--- src/rtl/load_store_unit.sv ---
// rtl/load_store_unit.sv - single-port load/store unit with parked address bus and read-modify-write sub-word stores
module load_store_unit #(
  parameter logic [31:0] PARK_ADDR = 32'h0000_0FF0,
  parameter logic [31:0] MEM_LIMIT = 32'h0000_1000
) (
  input  logic        clk,
  input  logic        reset,
  input  logic        req_valid,
  output logic        req_ready,
  input  logic        req_we,
  input  logic [1:0]  req_size,
  input  logic        req_signed,
  input  logic [31:0] req_addr,
  input  logic [31:0] req_wdata,
  output logic        resp_valid,
  input  logic        resp_ready,
  output logic [31:0] resp_rdata,
  output logic        resp_err,
  output logic [31:0] am2,
  output logic [31:0] dm3,
  output logic        rw,
  input  logic [31:0] dm2
);

  typedef enum logic [2:0] {IDLE, PARK, RD, MPARK, WR, RESP} state_t;

  state_t      state;
  logic        we_q;
  logic        signed_q;
  logic [1:0]  size_q;
  logic [31:0] addr_q;
  logic [31:0] wdata_q;
  logic [31:0] rd_q;

  logic [2:0]  nbytes;
  logic [32:0] last_byte;
  logic        bad_req;

  // Range check uses 33 bits so addresses near 2^32 cannot wrap into range.
  always_comb begin
    case (req_size)
      2'b00:   nbytes = 3'd1;
      2'b01:   nbytes = 3'd2;
      default: nbytes = 3'd4;
    endcase
    last_byte = {1'b0, req_addr} + {30'd0, nbytes} - 33'd1;
    bad_req   = (req_size == 2'b11) || (last_byte > {1'b0, MEM_LIMIT});
  end

  assign req_ready = (state == IDLE) && !reset;

  function automatic logic [31:0] extend(input logic [31:0] d, input logic [1:0] sz, input logic sg);
    case (sz)
      2'b00:   return {{24{sg & d[7]}}, d[7:0]};
      2'b01:   return {{16{sg & d[15]}}, d[15:0]};
      default: return d;
    endcase
  endfunction

  function automatic logic [31:0] merge(input logic [31:0] old, input logic [31:0] wd, input logic [1:0] sz);
    if (sz == 2'b00) return {old[31:8], wd[7:0]};
    return {old[31:16], wd[15:0]};
  endfunction

  always_ff @(posedge clk or posedge reset) begin
    if (reset) begin
      state      <= IDLE;
      am2        <= PARK_ADDR;
      rw         <= 1'b0;
      dm3        <= 32'd0;
      resp_valid <= 1'b0;
      resp_rdata <= 32'd0;
      resp_err   <= 1'b0;
      we_q       <= 1'b0;
      signed_q   <= 1'b0;
      size_q     <= 2'b00;
      addr_q     <= 32'd0;
      wdata_q    <= 32'd0;
      rd_q       <= 32'd0;
    end else begin
      case (state)
        IDLE: begin
          am2 <= PARK_ADDR;
          rw  <= 1'b0;
          if (req_valid) begin
            we_q     <= req_we;
            signed_q <= req_signed;
            size_q   <= req_size;
            addr_q   <= req_addr;
            wdata_q  <= req_wdata;
            if (bad_req) begin
              state      <= RESP;
              resp_valid <= 1'b1;
              resp_err   <= 1'b1;
              resp_rdata <= 32'd0;
            end else begin
              state <= PARK;
            end
          end
        end
        PARK: begin
          am2 <= addr_q;
          if (we_q && size_q == 2'b10) begin
            state <= WR;
            // A store aimed at the park address is never driven as a write.
            rw    <= (addr_q != PARK_ADDR);
            dm3   <= wdata_q;
          end else begin
            state <= RD;
            rw    <= 1'b0;
          end
        end
        RD: begin
          rd_q <= dm2;
          am2  <= PARK_ADDR;
          if (!we_q) begin
            state      <= RESP;
            resp_valid <= 1'b1;
            resp_err   <= 1'b0;
            resp_rdata <= extend(dm2, size_q, signed_q);
          end else begin
            state <= MPARK;
          end
        end
        MPARK: begin
          state <= WR;
          am2   <= addr_q;
          rw    <= (addr_q != PARK_ADDR);
          dm3   <= merge(rd_q, wdata_q, size_q);
        end
        WR: begin
          state      <= RESP;
          am2        <= PARK_ADDR;
          rw         <= 1'b0;
          resp_valid <= 1'b1;
          resp_err   <= 1'b0;
          resp_rdata <= 32'd0;
        end
        RESP: begin
          if (resp_ready) begin
            state      <= IDLE;
            resp_valid <= 1'b0;
          end
        end
        default: begin
          state <= IDLE;
          am2   <= PARK_ADDR;
          rw    <= 1'b0;
        end
      endcase
    end
  end

endmodule

--- config.mk ---
export PLATFORM = sky130hd
export DESIGN_NAME = load_store_unit
export DESIGN_NICKNAME = d
export VERILOG_FILES = /design/src/rtl/load_store_unit.sv
export SDC_FILE = /design/constraint.sdc
export NUM_CORES = 1
export LEC_CHECK = 0
export BUFFER_PORTS_ARGS = -buffer_cell sky130_fd_sc_hd__buf_2
export CAP_MARGIN = 5
export CORE_MARGIN = 8
export CORE_UTILIZATION = 55
export CTS_CLUSTER_SIZE = 28
export DETAILED_ROUTE_END_ITERATION = 12
export GPL_ROUTABILITY_DRIVEN = 1
export PLACE_DENSITY_LB_ADDON = 0.2
export REMOVE_ABC_BUFFERS = 1
export SYNTH_ARGS = -nofsm -noshare
export SYNTH_HDL_FRONTEND = slang
export SYNTH_SLANG_ARGS = --single-unit
--- constraint.sdc ---
create_clock -name clk -period 15.65 [get_ports clk]
set_input_delay 1.565 -clock clk [delete_from_list [all_inputs] [get_ports clk]]
set_output_delay 1.565 -clock clk [all_outputs]
set_load 0.02 [all_outputs]
======== Word level (Yosys, flattened, before mapping) ========
Cells that the tools add are included.
storage, ports and cells
  word-level logic and storage cells ...... 78
  bits of input ports ..................... 104
  output and inout bits ................... 100
  register bits after elaboration ......... 202
operators by class
  equality and inequality tests ........... 15
  add/subtract/negate cells ............... 2
  mux-type cells .......................... 28
  magnitude comparators ................... 1
  reductions and logical operators ........ 17
  bitwise logic cells ..................... 2
operators with widths
  operator                 number
  $mux W32                 6
  $pmux W32 S2             3
  $pmux W32 S3             1
  $add A32 B3 Y33          1
  $gt A33 B13 Y1 const B   1
  $sub A33 B1 Y33 const B  1
  $ne A32 B12 Y1 const B   1
  $pmux W3 S6              1
  $mux W3                  5
  $ne A2 B2 Y1 const B     5
  $mux W1                  8
  $eq A3 B2 Y1 const B     2
  $eq A3 B3 Y1 const B     2
  $pmux W1 S3              2
  $pmux W3 S2              1
  $reduce_and A2 Y1        3
  $reduce_and A5 Y1        1
  $eq A2 B1 Y1 const B     2
  $eq A2 B2 Y1 const B     2
  $logic_not A2 Y1         2
  $pmux W1 S4              1
  $reduce_and A4 Y1        1
  $reduce_bool A4 Y1       1
  $reduce_or A2 Y1         2
  8 further kinds          10

======== Longest topological paths before layout ========
  depth after elaboration ................. 9
  depth in mapped cells ................... 19
  mapped depth without buffers ............ 17

======== Worst setup path after synthesis ========
No wires, ideal clock.
  path kind ............................... input port to flip-flop
  from .................................... input port req_size[0]
  to ...................................... register state[2]
  buffers on the path ..................... 1
  cell stages on the path ................. 16
  setup time .............................. 0.131 ns
  data required time ...................... 15.519 ns
  setup slack ............................. 10.371 ns
  arrival time ............................ 5.147 ns
  cells stage by stage .................... or2_2 -> ha_1 -> inv_1 -> ha_1 -> inv_1 -> fa_1 -> xnor2_1 -> or4_1 -> a2111oi_0 -> and3_1 -> a31oi_1 -> nor4_1 -> nand4_1 -> o311a_1 -> buf_6 -> or3_1
between the ends
  longest elaborated chain between the ends .. 9
  elaborated cells on any way between the ends .. 11
  classes of those cells .................. add/sub: 2; order compare: 1; eq/ne: 2; mux: 4; reduce/logical: 2
RTL lines
  element                                                  RTL line  RTL
  from (decl)                                              11        input logic [1:0] req_size,
  $eq A2 B1 Y1 / $logic_not A2 Y1 (equally long branches)  41        case (req_size)
  $pmux W3 S2                                              41
  $add A32 B3 Y33                                          46        last_byte = {1'b0, req_addr} + {30'd0, nbytes} - 33'd1;
  $sub A33 B1 Y33                                          46
  $gt A33 B13 Y1                                           47        bad_req = (req_size == 2'b11) || (last_byte > {1'b0, MEM_LIMIT});
  $logic_or A1 B1 Y1 *                                     47
  $mux W3 *                                                91        if (bad_req) begin
  $mux W3 *                                                85        if (req_valid) begin
  $pmux W3 S6 *                                            81        case (state)
  to (signal assigned)                                     92        state <= RESP;
  to (signal assigned)                                     97        state <= PARK;
  to (signal assigned)                                     104       state <= WR;
  to (decl)                                                27        state_t state;
Every way passes the cells marked *; elsewhere a longest branch is shown, timed or not. The select of a mux whose other input is x is not followed.
A chain may end at the register's enable or synchronous reset.

======== Worst setup path after layout ========
Same ends and word-level chain as after synthesis.

==> results.md <==
* Outcome: finished clean
* Slew headroom at 21.5%
* Clock buffer depth at 2
* Starting density of the core at about 56%
* Number of setup violations in the final report at 0
* Antenna violations before repair at 2
* Number of different library cells in the post-synthesis netlist at 73
* Worst hold slack at between 0.4 and 0.5 ns
* Warning count from the yosys run at 0
* Met2 track utilization from global routing at 36.0%
* Clock power share at 21.2%
* Peak-usage layer in the global routing report: met2
* Sequential cell fraction of total power at between 40% and 50%
* Maximum number of pins on one net before global-route repair at around 130
* Min Tclk post-route at around 5.6 ns
* Overall die area at 22900 µm²
* Layout overhead on the synthesized area at 17.7%
* Clock slew at reported path FFs at 0.08 ns
* Mux cell area share after synthesis at 13.0%
* Via count of the routed design at 7910
* Horizontal die dimension at ~150 µm
* Switching share of power at 38.8%
* Main combinational cell family by area after synthesis: compound AO/OA/AOI/OAI gates
* Post-placement cell area at approximately 11000 µm²
* Post-layout instance area at 11900 µm²
* Sort of element at the start of the critical path: input port
* Clock tree from TritonCTS: built
* Filler instances at 1473
* Crit end category: flop
* Setup slack of the worst register-to-register path at 12.36 ns
* Violation count after the first detailed-route iteration at 488
* Compound-Gate Fraction of Synth Area at 18.0%
* Unrepaired setup endpoints after global routing: false
* DRT Pass-1 Iters at 5
* Grt ovf at 0
* Wirelength per Cell at 19.3 µm
* Cell area after synthesis at 10100 µm²
* Min setup slack post-route at between 10 and 15 ns
* Number of endpoints with negative hold slack in the final report at 0
* Post-CTS setup buffers at 0
* Post-route DRC at 0
* Number of max-slew violations in the final report at 0
* Hpwl dp at 19600 µm
* Fraction of synthesized cell area in xor and xnor cells at approximately 1.5%
* NetSw at 813 µW
* Wire length of the first global-routing pass at 42100 µm
* Proportion of power drawn by combinational gates at 37.2%
* Type of the most critical hold path: flop to flop
* Sequential area share after synthesis at 48.2%
* Cts bufs inserted at 17
* Top-level I/O count at 204
* Insertion delay of the later-clocked pin in the worst-skew pair at 0.43 ns
* Root cell of the clock tree: sky130_fd_sc_hd__clkbuf_16
* Slew at the pin closest to its max-slew limit at 1.18 ns
* Cell count after synthesis at 950
* Achievable frequency at approximately 180 MHz
* Internal power of the cells at approximately 1300 µW
* Worst supply voltage drop on vdd at around 0.1 mV
* Top FF cell, synth: sky130_fd_sc_hd__dfrtp_1
* Async set-or-reset flop fraction in the synthesized netlist at 100%
* Last weighted congestion value of the routability-driven placer at between 0.8 and 0.9
* Arrival time worst endpoint at 5.91 ns
* Cell Rows at 49
* Count of cells resized by post-cts repair at 0
* Met3 usage at 4.99%
* Final sum of negative setup slack at 0 ns
* Synthesized area per cell at 10.6 µm²
* H-Tree Level Count at 4
* Count of flip-flops with a built-in enable after synthesis at 0
* IO buf count at 203
* Max Clock Skew at approximately 0.009 ns
* Gr usage total at a little under a quarter
* CORE AREA at 18000 µm²
* Worst slack, placed at 9.58 ns
* Layout Nets at 1267
* Die Y-Extent at 151 µm
* Via count normalized by instance count at a little under 6
* Fraction of the mapped netlist area in adder cells at between 4 and 5%
* Synth Register Bits at around 190
* Fin util at roughly 66%
* Required time worst endpoint at 15.96 ns
* Simple-gate share of the synthesized area at 9.92%
* Antenna viol nets, final at 0
* Max-cap check violation count at 0
* Ratio of cells with drive above 1 in the final layout at 34.8%
* CTS hold repair buffers at 0
* Leakage power at 0.00571 µW
* Clock sink count at 194
* Fin crit share at 35.8%
* Category of the critical setup timing path: input port to flop
* Met1 Resource Use GR at 31.6%
* Critical path fanouts, max at 34
* Final Routed Wirelength at 26500 µm
* PwrDens at about 180 nW/µm²
* Vias in the first global route at ~8000
==> through the flow <==
| stage | std cells | power (µW) |
|---|---|---|
| 4_1_cts | 1370 | 2110 |
| 6_report | 1372 | 2100 |
| 5_1_grt | 1372 | 2220 |
| 3_5_place_dp | 1338 | 1670 |
| 2_1_floorplan | 899 | 1400 |
| 3_3_place_gp | 1338 | 1640 |
==> area by class of cell <==
class | instances | area [µm²] | share of cell area (%)
Multi-Input combinational cell | 632 | 4750 | 40.0
Sequential cell | 194 | 4860 | 41.0
Tap cell | 229 | 287 | 2.41
Clock inverter | 14 | 178 | 1.50
Inverter | 73 | 282 | 2.37
Timing Repair Buffer | 210 | 1070 | 9.00
Clock buffer | 18 | 439 | 3.70
Antenna cell | 2 | 5.00 | 0.0421
==> kinds of logic after synthesis <==
| group | after synthesis |
|---|---|
| flops | 194 |
| fa+ha+maj | 35 |
| buf+inv | 124 |
| compound gates | 255 |
| simple gates | 207 |
| xor+xnor | 17 |
| mux | 118 |
==> worst max-delay path: stages <==
cell	delay, ns
sky130_fd_sc_hd__buf_2	0.12
sky130_fd_sc_hd__or2_2	0.29
sky130_fd_sc_hd__ha_1	0.18
sky130_fd_sc_hd__inv_1	0.05
sky130_fd_sc_hd__ha_1	0.19
sky130_fd_sc_hd__inv_1	0.07
sky130_fd_sc_hd__fa_1	0.45
sky130_fd_sc_hd__nor2b_4	0.15
sky130_fd_sc_hd__o31a_4	0.16
sky130_fd_sc_hd__o21ai_1	0.11
sky130_fd_sc_hd__a211o_1	0.34
sky130_fd_sc_hd__a2111oi_2	0.34
sky130_fd_sc_hd__o21ai_0	0.14
sky130_fd_sc_hd__a221oi_1	0.33
sky130_fd_sc_hd__nand4_1	0.20
sky130_fd_sc_hd__o311a_2	0.75
sky130_fd_sc_hd__or3_1	0.47
==> layout by cell type, fill, tap and decap left out, types with 6 or more instances in the layout <==
cell type                   synthesis  routed
sky130_fd_sc_hd__nand3_1           10      10
sky130_fd_sc_hd__a22o_1            25      25
sky130_fd_sc_hd__dfrtp_1          186     186
sky130_fd_sc_hd__o22a_1             8       8
sky130_fd_sc_hd__o21a_1             9       9
sky130_fd_sc_hd__a21oi_1           44      44
sky130_fd_sc_hd__xnor2_1            9       9
sky130_fd_sc_hd__dfstp_2            8       8
sky130_fd_sc_hd__a22oi_1           10      10
sky130_fd_sc_hd__nor2_1            33      33
sky130_fd_sc_hd__mux2i_1           17      17
sky130_fd_sc_hd__nand2_1           88      88
sky130_fd_sc_hd__nor2b_1            9       7
sky130_fd_sc_hd__clkbuf_16          0      17
sky130_fd_sc_hd__buf_4              0       7
sky130_fd_sc_hd__nor4_1             9       9
sky130_fd_sc_hd__o31ai_2           22      22
sky130_fd_sc_hd__mux2_2           101     101
sky130_fd_sc_hd__o211ai_1           7       7
sky130_fd_sc_hd__xor2_1             8       8
sky130_fd_sc_hd__o21ai_0           71      71
sky130_fd_sc_hd__nand2b_1           9       9
sky130_fd_sc_hd__a21o_1             6       6
sky130_fd_sc_hd__inv_1             73      72
sky130_fd_sc_hd__nand4_1           13      13
sky130_fd_sc_hd__nor3_1             9       9
sky130_fd_sc_hd__buf_2              9     203
sky130_fd_sc_hd__ha_1              34      34
==> power by group through the flow <==
stage | clock (µW) | sequential (µW) | combinational [µW]
floorplan | 0 | 956 | 441
global placement | 0 | 869 | 767
detailed placement | 0 | 880 | 786
CTS | 453 | 872 | 788
global route | 471 | 902 | 848
finish | 444 | 872 | 779
==> Yosys cell counts, types with 10 or more instances <==
library cell / instances / area, µm²
sky130_fd_sc_hd__o31ai_2: 22 / 275
sky130_fd_sc_hd__inv_1: 73 / 274
sky130_fd_sc_hd__nand2_1: 88 / 330
sky130_fd_sc_hd__nor2_1: 33 / 124
sky130_fd_sc_hd__a21oi_1: 44 / 220
sky130_fd_sc_hd__ha_1: 34 / 425
sky130_fd_sc_hd__o21ai_0: 71 / 355
sky130_fd_sc_hd__a22o_1: 25 / 219
sky130_fd_sc_hd__mux2i_1: 17 / 170
sky130_fd_sc_hd__a22oi_1: 10 / 75.1
sky130_fd_sc_hd__dfrtp_1: 186 / 4650
sky130_fd_sc_hd__nand4_1: 13 / 81.3
sky130_fd_sc_hd__clkbuf_1: 37 / 139
sky130_fd_sc_hd__mux2_2: 101 / 1140
sky130_fd_sc_hd__nand3_1: 10 / 50.1
==> routing by layer <==
layer	vias to the layer above	routed length, µm	share of wire, %
li1	3764	-	-
met1	3864	11900	45
met2	242	12300	47
met3	40	1670	6.3
met4	0	549	2.1
met5	-	0	0
==> worst paths after layout <==
check,from,endpoint,depth (start not counted)
setup / recovery,req_size[0],state[2],17
hold / removal,dm3[25],dm3[25],2
setup reg to reg,state[0],dm3[14],6
hold reg to reg,dm3[25],dm3[25],2
max in group asynchronous,reset,addr_q[6],3
min in group asynchronous,reset,am2[24],2
==> flip-flops by register name (all words and copies together), names as in the netlist <==
name	flops
dm3	32
addr_q	32
size_q	2
signed_q	1
we_q	1
am2	32
resp_err	1
rw	1
wdata_q	32
rd_q	24
resp_rdata	32
resp_valid	1
state	3
(Power assumes the default switching activity.)
